===== src/rtl/lsu_byte_master_if.sv =====
// Byte-wide memory bus between the LSU (master) and data memory (slave).
// Latency: none, plain wires; one byte moves on each cycle with mem_req && mem_ack.
// Backpressure: memory stalls the master by holding mem_ack low, unbounded.
interface lsu_byte_master_if #(
  parameter int WIDTH = 32
) ();
  logic             mem_req;
  logic             mem_we;
  logic [WIDTH-1:0] mem_addr;
  logic [7:0]       mem_wdata;
  logic [7:0]       mem_rdata;
  logic             mem_ack;

  modport master (
    output mem_req,
    output mem_we,
    output mem_addr,
    output mem_wdata,
    input  mem_rdata,
    input  mem_ack
  );

  modport slave (
    input  mem_req,
    input  mem_we,
    input  mem_addr,
    input  mem_wdata,
    output mem_rdata,
    output mem_ack
  );
endinterface


===== src/rtl/lsu_byte_master.sv =====
// Serialises one word/half/byte load or store into byte transactions; sign/zero-extends loads.
// Latency: accept at T, bytes from T+1 (one per acked cycle), done one cycle after the last byte.
// Backpressure: busy stalls the pipeline; start while busy is dropped; mem_ack low holds the bus.
// Optional macro LSU_TRIGGER_MMIO_EN: loads from TRIGGER_ADDR return the trigger level with no bus traffic.
module lsu_byte_master #(
  parameter int          WIDTH        = 32,
  parameter logic [31:0] TRIGGER_ADDR = 32'h100
) (
  input  logic             clk,
  input  logic             rst,
  input  logic             i_start,
  input  logic             i_is_store,
  input  logic [2:0]       i_modeAddr,
  input  logic [WIDTH-1:0] i_A,
  input  logic [WIDTH-1:0] i_WD,
  input  logic             i_trigger,
  output logic             o_busy,
  output logic             o_done,
  output logic [WIDTH-1:0] o_RD,
  output logic             o_err,
  lsu_byte_master_if.master mem
);

  typedef enum logic [1:0] {
    S_IDLE = 2'd0,
    S_XFER = 2'd1,
    S_DONE = 2'd2
  } state_t;

  localparam logic [2:0] M_WORD  = 3'b001;
  localparam logic [2:0] M_HALF  = 3'b010;
  localparam logic [2:0] M_BYTE  = 3'b011;
  localparam logic [2:0] M_HALFU = 3'b100;
  localparam logic [2:0] M_BYTEU = 3'b101;

  state_t           r_state;
  state_t           w_next;

  logic             r_is_store;
  logic [2:0]       r_mode;
  logic [WIDTH-1:0] r_addr;
  logic [WIDTH-1:0] r_wd;
  logic [WIDTH-1:0] r_buf;     // load byte lanes as they arrive
  logic [WIDTH-1:0] r_rd;      // last presented result, held between accesses
  logic [1:0]       r_k;       // index of the byte currently on the bus
  logic [1:0]       r_last;    // index of the final byte of this access
  logic             r_err;
  logic             r_trig;

  logic             w_accept;
  logic             w_legal_in;
  logic             w_trig_hit;
  logic [WIDTH-1:0] w_buf_init;
  logic             w_fire;
  logic             w_last_byte;
  logic [WIDTH-1:0] w_rd_ext;

  // Index of the last byte: word 3, half 1, byte 0. Stores share the mapping (size only).
  function automatic logic [1:0] f_last_idx(input logic [2:0] m);
    logic [1:0] idx;
    idx = 2'd0;
    case (m)
      M_WORD:          idx = 2'd3;
      M_HALF, M_HALFU: idx = 2'd1;
      default:         idx = 2'd0;
    endcase
    return idx;
  endfunction

  assign w_accept   = (r_state == S_IDLE) && i_start;
  assign w_legal_in = (i_modeAddr >= M_WORD) && (i_modeAddr <= M_BYTEU);

`ifdef LSU_TRIGGER_MMIO_EN
  // A legal load of the trigger address is answered locally from the trigger pin.
  assign w_trig_hit = !i_is_store && w_legal_in && (i_A == WIDTH'(TRIGGER_ADDR));
  assign w_buf_init = w_trig_hit ? {{(WIDTH-1){1'b0}}, i_trigger} : '0;
`else
  logic w_unused_trigger;
  assign w_unused_trigger = ^{i_trigger, TRIGGER_ADDR};
  assign w_trig_hit = 1'b0;
  assign w_buf_init = '0;
`endif

  assign w_fire      = (r_state == S_XFER) && mem.mem_ack;
  assign w_last_byte = w_fire && (r_k == r_last);

  // Load result formatting from the reassembled buffer.
  always_comb begin
    w_rd_ext = '0;
    if (r_trig) begin
      w_rd_ext = r_buf;
    end else begin
      case (r_mode)
        M_WORD:  w_rd_ext = r_buf;
        M_HALF:  w_rd_ext = {{(WIDTH-16){r_buf[15]}}, r_buf[15:0]};
        M_HALFU: w_rd_ext = {{(WIDTH-16){1'b0}}, r_buf[15:0]};
        M_BYTE:  w_rd_ext = {{(WIDTH-8){r_buf[7]}}, r_buf[7:0]};
        M_BYTEU: w_rd_ext = {{(WIDTH-8){1'b0}}, r_buf[7:0]};
        default: w_rd_ext = '0;
      endcase
    end
  end

  // Next-state and output decode; bus outputs are zero outside XFER.
  always_comb begin
    w_next        = r_state;
    o_busy        = 1'b0;
    o_done        = 1'b0;
    o_err         = 1'b0;
    o_RD          = r_rd;
    mem.mem_req   = 1'b0;
    mem.mem_we    = 1'b0;
    mem.mem_addr  = '0;
    mem.mem_wdata = '0;
    case (r_state)
      S_IDLE: begin
        if (i_start) begin
          w_next = (!w_legal_in || w_trig_hit) ? S_DONE : S_XFER;
        end
      end
      S_XFER: begin
        o_busy        = 1'b1;
        mem.mem_req   = 1'b1;
        mem.mem_we    = r_is_store;
        mem.mem_addr  = r_addr + WIDTH'(r_k);
        mem.mem_wdata = r_wd[{r_k, 3'b000} +: 8];
        if (w_last_byte) begin
          w_next = S_DONE;
        end
      end
      S_DONE: begin
        o_busy = 1'b1;
        o_done = 1'b1;
        o_err  = r_err;
        if (r_err) begin
          o_RD = '0;
        end else if (!r_is_store) begin
          o_RD = w_rd_ext;
        end
        w_next = S_IDLE;
      end
      default: begin
        w_next = S_IDLE;
      end
    endcase
  end

  // State register, request capture, byte counter and load buffer.
  always_ff @(posedge clk) begin
    if (rst) begin
      r_state    <= S_IDLE;
      r_is_store <= 1'b0;
      r_mode     <= '0;
      r_addr     <= '0;
      r_wd       <= '0;
      r_buf      <= '0;
      r_rd       <= '0;
      r_k        <= '0;
      r_last     <= '0;
      r_err      <= 1'b0;
      r_trig     <= 1'b0;
    end else begin
      r_state <= w_next;
      if (w_accept) begin
        r_is_store <= i_is_store;
        r_mode     <= i_modeAddr;
        r_addr     <= i_A;
        r_wd       <= i_WD;
        r_buf      <= w_buf_init;
        r_k        <= '0;
        r_last     <= f_last_idx(i_modeAddr);
        r_err      <= !w_legal_in;
        r_trig     <= w_trig_hit;
      end
      if (w_fire) begin
        if (!r_is_store) begin
          r_buf[{r_k, 3'b000} +: 8] <= mem.mem_rdata;
        end
        r_k <= r_k + 2'd1;
      end
      if (r_state == S_DONE) begin
        r_rd <= o_RD;
      end
    end
  end

endmodule


===== src/flat_wrapper.sv =====
// flat-port wrapper written by rule: the top's interface ports become plain ports
module lsu_byte_master_flat 
#(
  parameter int          WIDTH        = 32,
  parameter logic [31:0] TRIGGER_ADDR = 32'h100
)
  (clk, rst, i_start, i_is_store, i_modeAddr, i_A, i_WD, i_trigger, o_busy, o_done, o_RD, o_err, mem_mem_req, mem_mem_we, mem_mem_addr, mem_mem_wdata, mem_mem_rdata, mem_mem_ack);
  lsu_byte_master_if #(.WIDTH(WIDTH)) mem_i ();
  input  logic clk;
  input  logic rst;
  input  logic i_start;
  input  logic i_is_store;
  input  logic [2:0] i_modeAddr;
  input  logic [WIDTH-1:0] i_A;
  input  logic [WIDTH-1:0] i_WD;
  input  logic i_trigger;
  output logic o_busy;
  output logic o_done;
  output logic [WIDTH-1:0] o_RD;
  output logic o_err;
  output wire logic [$bits(mem_i.mem_req)-1:0] mem_mem_req;
  output wire logic [$bits(mem_i.mem_we)-1:0] mem_mem_we;
  output wire logic [$bits(mem_i.mem_addr)-1:0] mem_mem_addr;
  output wire logic [$bits(mem_i.mem_wdata)-1:0] mem_mem_wdata;
  input wire logic [$bits(mem_i.mem_rdata)-1:0] mem_mem_rdata;
  input wire logic [$bits(mem_i.mem_ack)-1:0] mem_mem_ack;
  assign mem_mem_req = mem_i.mem_req;
  assign mem_mem_we = mem_i.mem_we;
  assign mem_mem_addr = mem_i.mem_addr;
  assign mem_mem_wdata = mem_i.mem_wdata;
  assign mem_i.mem_rdata = mem_mem_rdata;
  assign mem_i.mem_ack = mem_mem_ack;
  lsu_byte_master #(.WIDTH(WIDTH), .TRIGGER_ADDR(TRIGGER_ADDR)) u_core (.clk(clk), .rst(rst), .i_start(i_start), .i_is_store(i_is_store), .i_modeAddr(i_modeAddr), .i_A(i_A), .i_WD(i_WD), .i_trigger(i_trigger), .o_busy(o_busy), .o_done(o_done), .o_RD(o_RD), .o_err(o_err), .mem(mem_i));
endmodule

===== config.mk =====
export PLATFORM = sky130hd
export DESIGN_NAME = lsu_byte_master_flat
export DESIGN_NICKNAME = d
export VERILOG_FILES = /design/src/rtl/lsu_byte_master_if.sv /design/src/rtl/lsu_byte_master.sv /design/src/flat_wrapper.sv
export SDC_FILE = /design/constraint.sdc
export NUM_CORES = 1
export LEC_CHECK = 0
export ABC_AREA = 1
export CAP_MARGIN = 10
export CORE_ASPECT_RATIO = 0.8
export CORE_MARGIN = 2
export CORE_UTILIZATION = 30
export DETAILED_ROUTE_END_ITERATION = 10
export REMOVE_ABC_BUFFERS = 1
export SYNTH_ARGS = -nofsm -noshare
export SYNTH_HDL_FRONTEND = slang
export SYNTH_SLANG_ARGS = --single-unit

===== constraint.sdc =====
create_clock -name clk -period 3.1 [get_ports clk]
set_clock_uncertainty 0.15 [all_clocks]
set_input_delay 0.62 -clock clk [delete_from_list [all_inputs] [get_ports clk]]
set_output_delay 0.62 -clock clk [all_outputs]
set_load 0.1 [all_outputs]

==> flow_summary.json <==
{
  "outcome": "finished, final reports clean",
  "p_leak_nw": 4.19,
  "cts_tree": "done",
  "synth_warnings": 0,
  "fin_ws_ps": 112,
  "holdWs_ps": 316,
  "async_flop_share": 0,
  "max-cap-violations": 0,
  "grt_first_pass_wirelength_mm": 38.6,
  "synth.most_common_cell": "nand2_1",
  "cts_buffers": 17,
  "clk_pin_slew_ps": 60,
  "die_h_um": 145,
  "dr.pass1.iters": 8,
  "drt_iter0_drc": 614,
  "synth.mux.area_fraction": 0,
  "via_per_inst": 4.91,
  "power_density_mw_per_mm2": 513,
  "syn-cell-area_mm2": 0.00745,
  "nFillCells": 2498,
  "antenna_found_initial": 0,
  "avgRoutedWirePerCell_um": 15.4,
  "grt_max_degree": 99,
  "cp_num_buf_inv": 3,
  "seq_area_frac_synth": 0.373,
  "synth_top_area_frac": 0.373,
  "dpl.hpwl_mm": 17.5,
  "drc": 0,
  "ys.flop_type": "dfxtp_1",
  "wl_mm": 24.8,
  "max_freq_mhz": 335,
  "io_pins": 158,
  "rsz0062_at_grt": "true",
  "vias": 7883,
  "synth_top_family_by_area": "simple AND/OR/NAND/NOR gates",
  "crit_path_max_incr_delay_ps": 360,
  "gp_congestion": 0.877,
  "ir_drop_mv": 0.428,
  "overflow": 0,
  "path_class": "register to primary output",
  "hold_buffers": 0,
  "rows": 51,
  "die-area_mm2": 0.0261,
  "fin_area_mm2": 0.0108,
  "synth-edff-count": 0,
  "postPlaceCellArea_mm2": 0.00999,
  "grt_pass1_vias": 7079,
  "cts_root_buf": "clkbuf_16",
  "hold_violations": 0,
  "timing.critical_path.mode_cell": "nand2_1",
  "fin_crit_ps": 2990,
  "drive_gt1_frac": 0.165,
  "layout.nets": 1367,
  "crit_slowest_cell": "fa_2",
  "final_max_slew_viol_count": 0,
  "initial_utilization": 0.306,
  "synthSimpleGateAreaFrac": 0.370,
  "die_w_um": 180,
  "synthCells": 1140,
  "tightest_slew_ps": 738,
  "ys_types": 39,
  "core_mm2": 0.0244,
  "ant_nets": 0,
  "synthXorXnorAreaFrac": 0.0129,
  "area_delta_synth_final_pct": 44.9,
  "synth_seq_cells": 139,
  "clock_sinks": 139,
  "crit_family": "simple AND/OR/NAND/NOR gates",
  "h-tree-depth": 4,
  "track_usage": 0.184,
  "crit_required_ps": 2330,
  "path_cells": "ha_4 > fa_2 > nand3_2 > inv_2 > nand2_2 > nor2_2 > nand2_1 > inv_1 > nand2_1 > nand2_1 > nor2_2 > buf_12",
  "synth_area_leaders": "dfxtp_1, nand2_1, nor2_1, o21ai_0, a21oi_1",
  "post-route-period-util": 0.964,
  "fin_cells": 1606,
  "setup_violations": 0,
  "synth_fa_ha_area_frac": 0.0195,
  "hold_path.class": "register to register",
  "clk_latency_ps": 420,
  "place_ws_ps": 134,
  "yosys-top-cells-count": "nand2_1, nor2_1, dfxtp_1",
  "io_buffers": 156,
  "antenna_cells": 0,
  "synth-compound-area-share": 0.151,
  "avgSynthCellArea_um2": 6.54,
  "critPathLaunchType": "register",
  "ctsLongestPathBuffers": 2,
  "yosysTopAreaCell": "dfxtp_1",
  "arrival_ps": 2220,
  "relSlewSlack": 0.508,
  "dp.cells": 1568,
  "crit_fanout": 4,
  "setup.worst_path.end_class": "primary output"
}
==> repair_timing <==
item,in CTS,in global routing
gates resized for setup,13,39
cloned,0,0
setup endpoints to repair,39,44
setup buffers,0,6
pin swaps,1,7
==> state kept, by name, summed over array words and instances, names as in the netlist <==
register / count
u_core.r_state: 2
u_core.r_last: 2
u_core.r_addr: 32
u_core.r_buf: 32
u_core.r_k: 2
u_core.r_err: 1
u_core.r_mode: 3
u_core.r_wd: 32
u_core.r_is_store: 1
u_core.r_rd: 32
==> worst min-delay path: stages (launching register included) <==
cell     delay [ps]
dfxtp_1         310
nand2_1          60
a21oi_1          50
==> per-layer routing <==
metal	track usage	vias to the layer above	share of wire	routed length, um
met5	0	-	0	0
met4	0.0524	0	0.015	374
met3	0.0321	24	0.046	1130
met2	0.272	206	0.44	11000
met1	0.272	3667	0.50	12300
li1	-	3986	-	-
==> area by class of cell <==
cell class | instances | area, um2 | share of cell area
Inverter | 69 | 275 | 0.0255
Tap cell | 318 | 398 | 0.0368
Clock inverter | 14 | 156 | 0.0145
Multi-Input combinational cell | 872 | 4270 | 0.395
Sequential cell | 139 | 2790 | 0.258
Clock buffer | 18 | 439 | 0.0406
Timing Repair Buffer | 176 | 2480 | 0.230
==> path summary, 6_finish.rpt <==
check / slack (ps) / end / startpoint / cells past startpoint
min: 320 / u_core.r_buf[27]$_SDFF_PP0_ / u_core.r_buf[27]$_SDFF_PP0_ / 2
max: 110 / mem_mem_addr[18] / u_core.r_k[0]$_SDFFE_PP0P_ / 12
min reg2reg: 320 / u_core.r_buf[27]$_SDFF_PP0_ / u_core.r_buf[27]$_SDFF_PP0_ / 2
max reg2reg: 480 / u_core.r_buf[21]$_SDFF_PP0_ / u_core.r_k[0]$_SDFFE_PP0P_ / 7
==> layout by cell type, fill, tap and decap left out, types with 9 or more instances in the layout <==
| cell type | Yosys | final |
|---|---|---|
| dfxtp_1 | 139 | 134 |
| o21ai_0 | 118 | 117 |
| clkdlybuf4s50_1 | 0 | 78 |
| a21oi_1 | 100 | 85 |
| nand4_1 | 32 | 32 |
| nor3_1 | 13 | 13 |
| nand2_1 | 278 | 274 |
| nor3b_2 | 11 | 11 |
| ha_1 | 10 | 9 |
| a21oi_2 | 0 | 15 |
| buf_4 | 3 | 19 |
| inv_1 | 59 | 56 |
| nand3_1 | 58 | 56 |
| nor2_1 | 204 | 192 |
| nor2_2 | 7 | 15 |
| clkbuf_16 | 0 | 17 |
| buf_12 | 0 | 77 |
| inv_2 | 7 | 9 |
==> stage by stage <==
step	power, mW	util	setup TNS (ps)
floorplan	2.90	-	-86290
CTS	5.56	0.436	-0.0153
global placement	3.44	0.410	0
finish	5.54	0.443	0
global route	5.79	0.443	-44.3
detailed placement	3.46	0.410	0
==> logic make-up (layout without fill, tap and decap cells) <==
kind of cell / count (synthesis) / in the layout
compound gates: 223 / 223
flops: 139 / 139
simple gates: 627 / 627
buf+inv: 129 / 277
fa+ha+maj: 11 / 11
xor+xnor: 11 / 11
==> where the power goes <==
| part | switching, mW | leakage, nW | internal, mW |
|---|---|---|---|
| logic | 0.954 | 2.76 | 0.465 |
| clock network | 0.864 | 0.292 | 1.22 |
| registers | 0.117 | 1.14 | 1.92 |
| total | 1.93 | 4.19 | 3.61 |
Note: power is estimated with default switching activity, not from simulation.
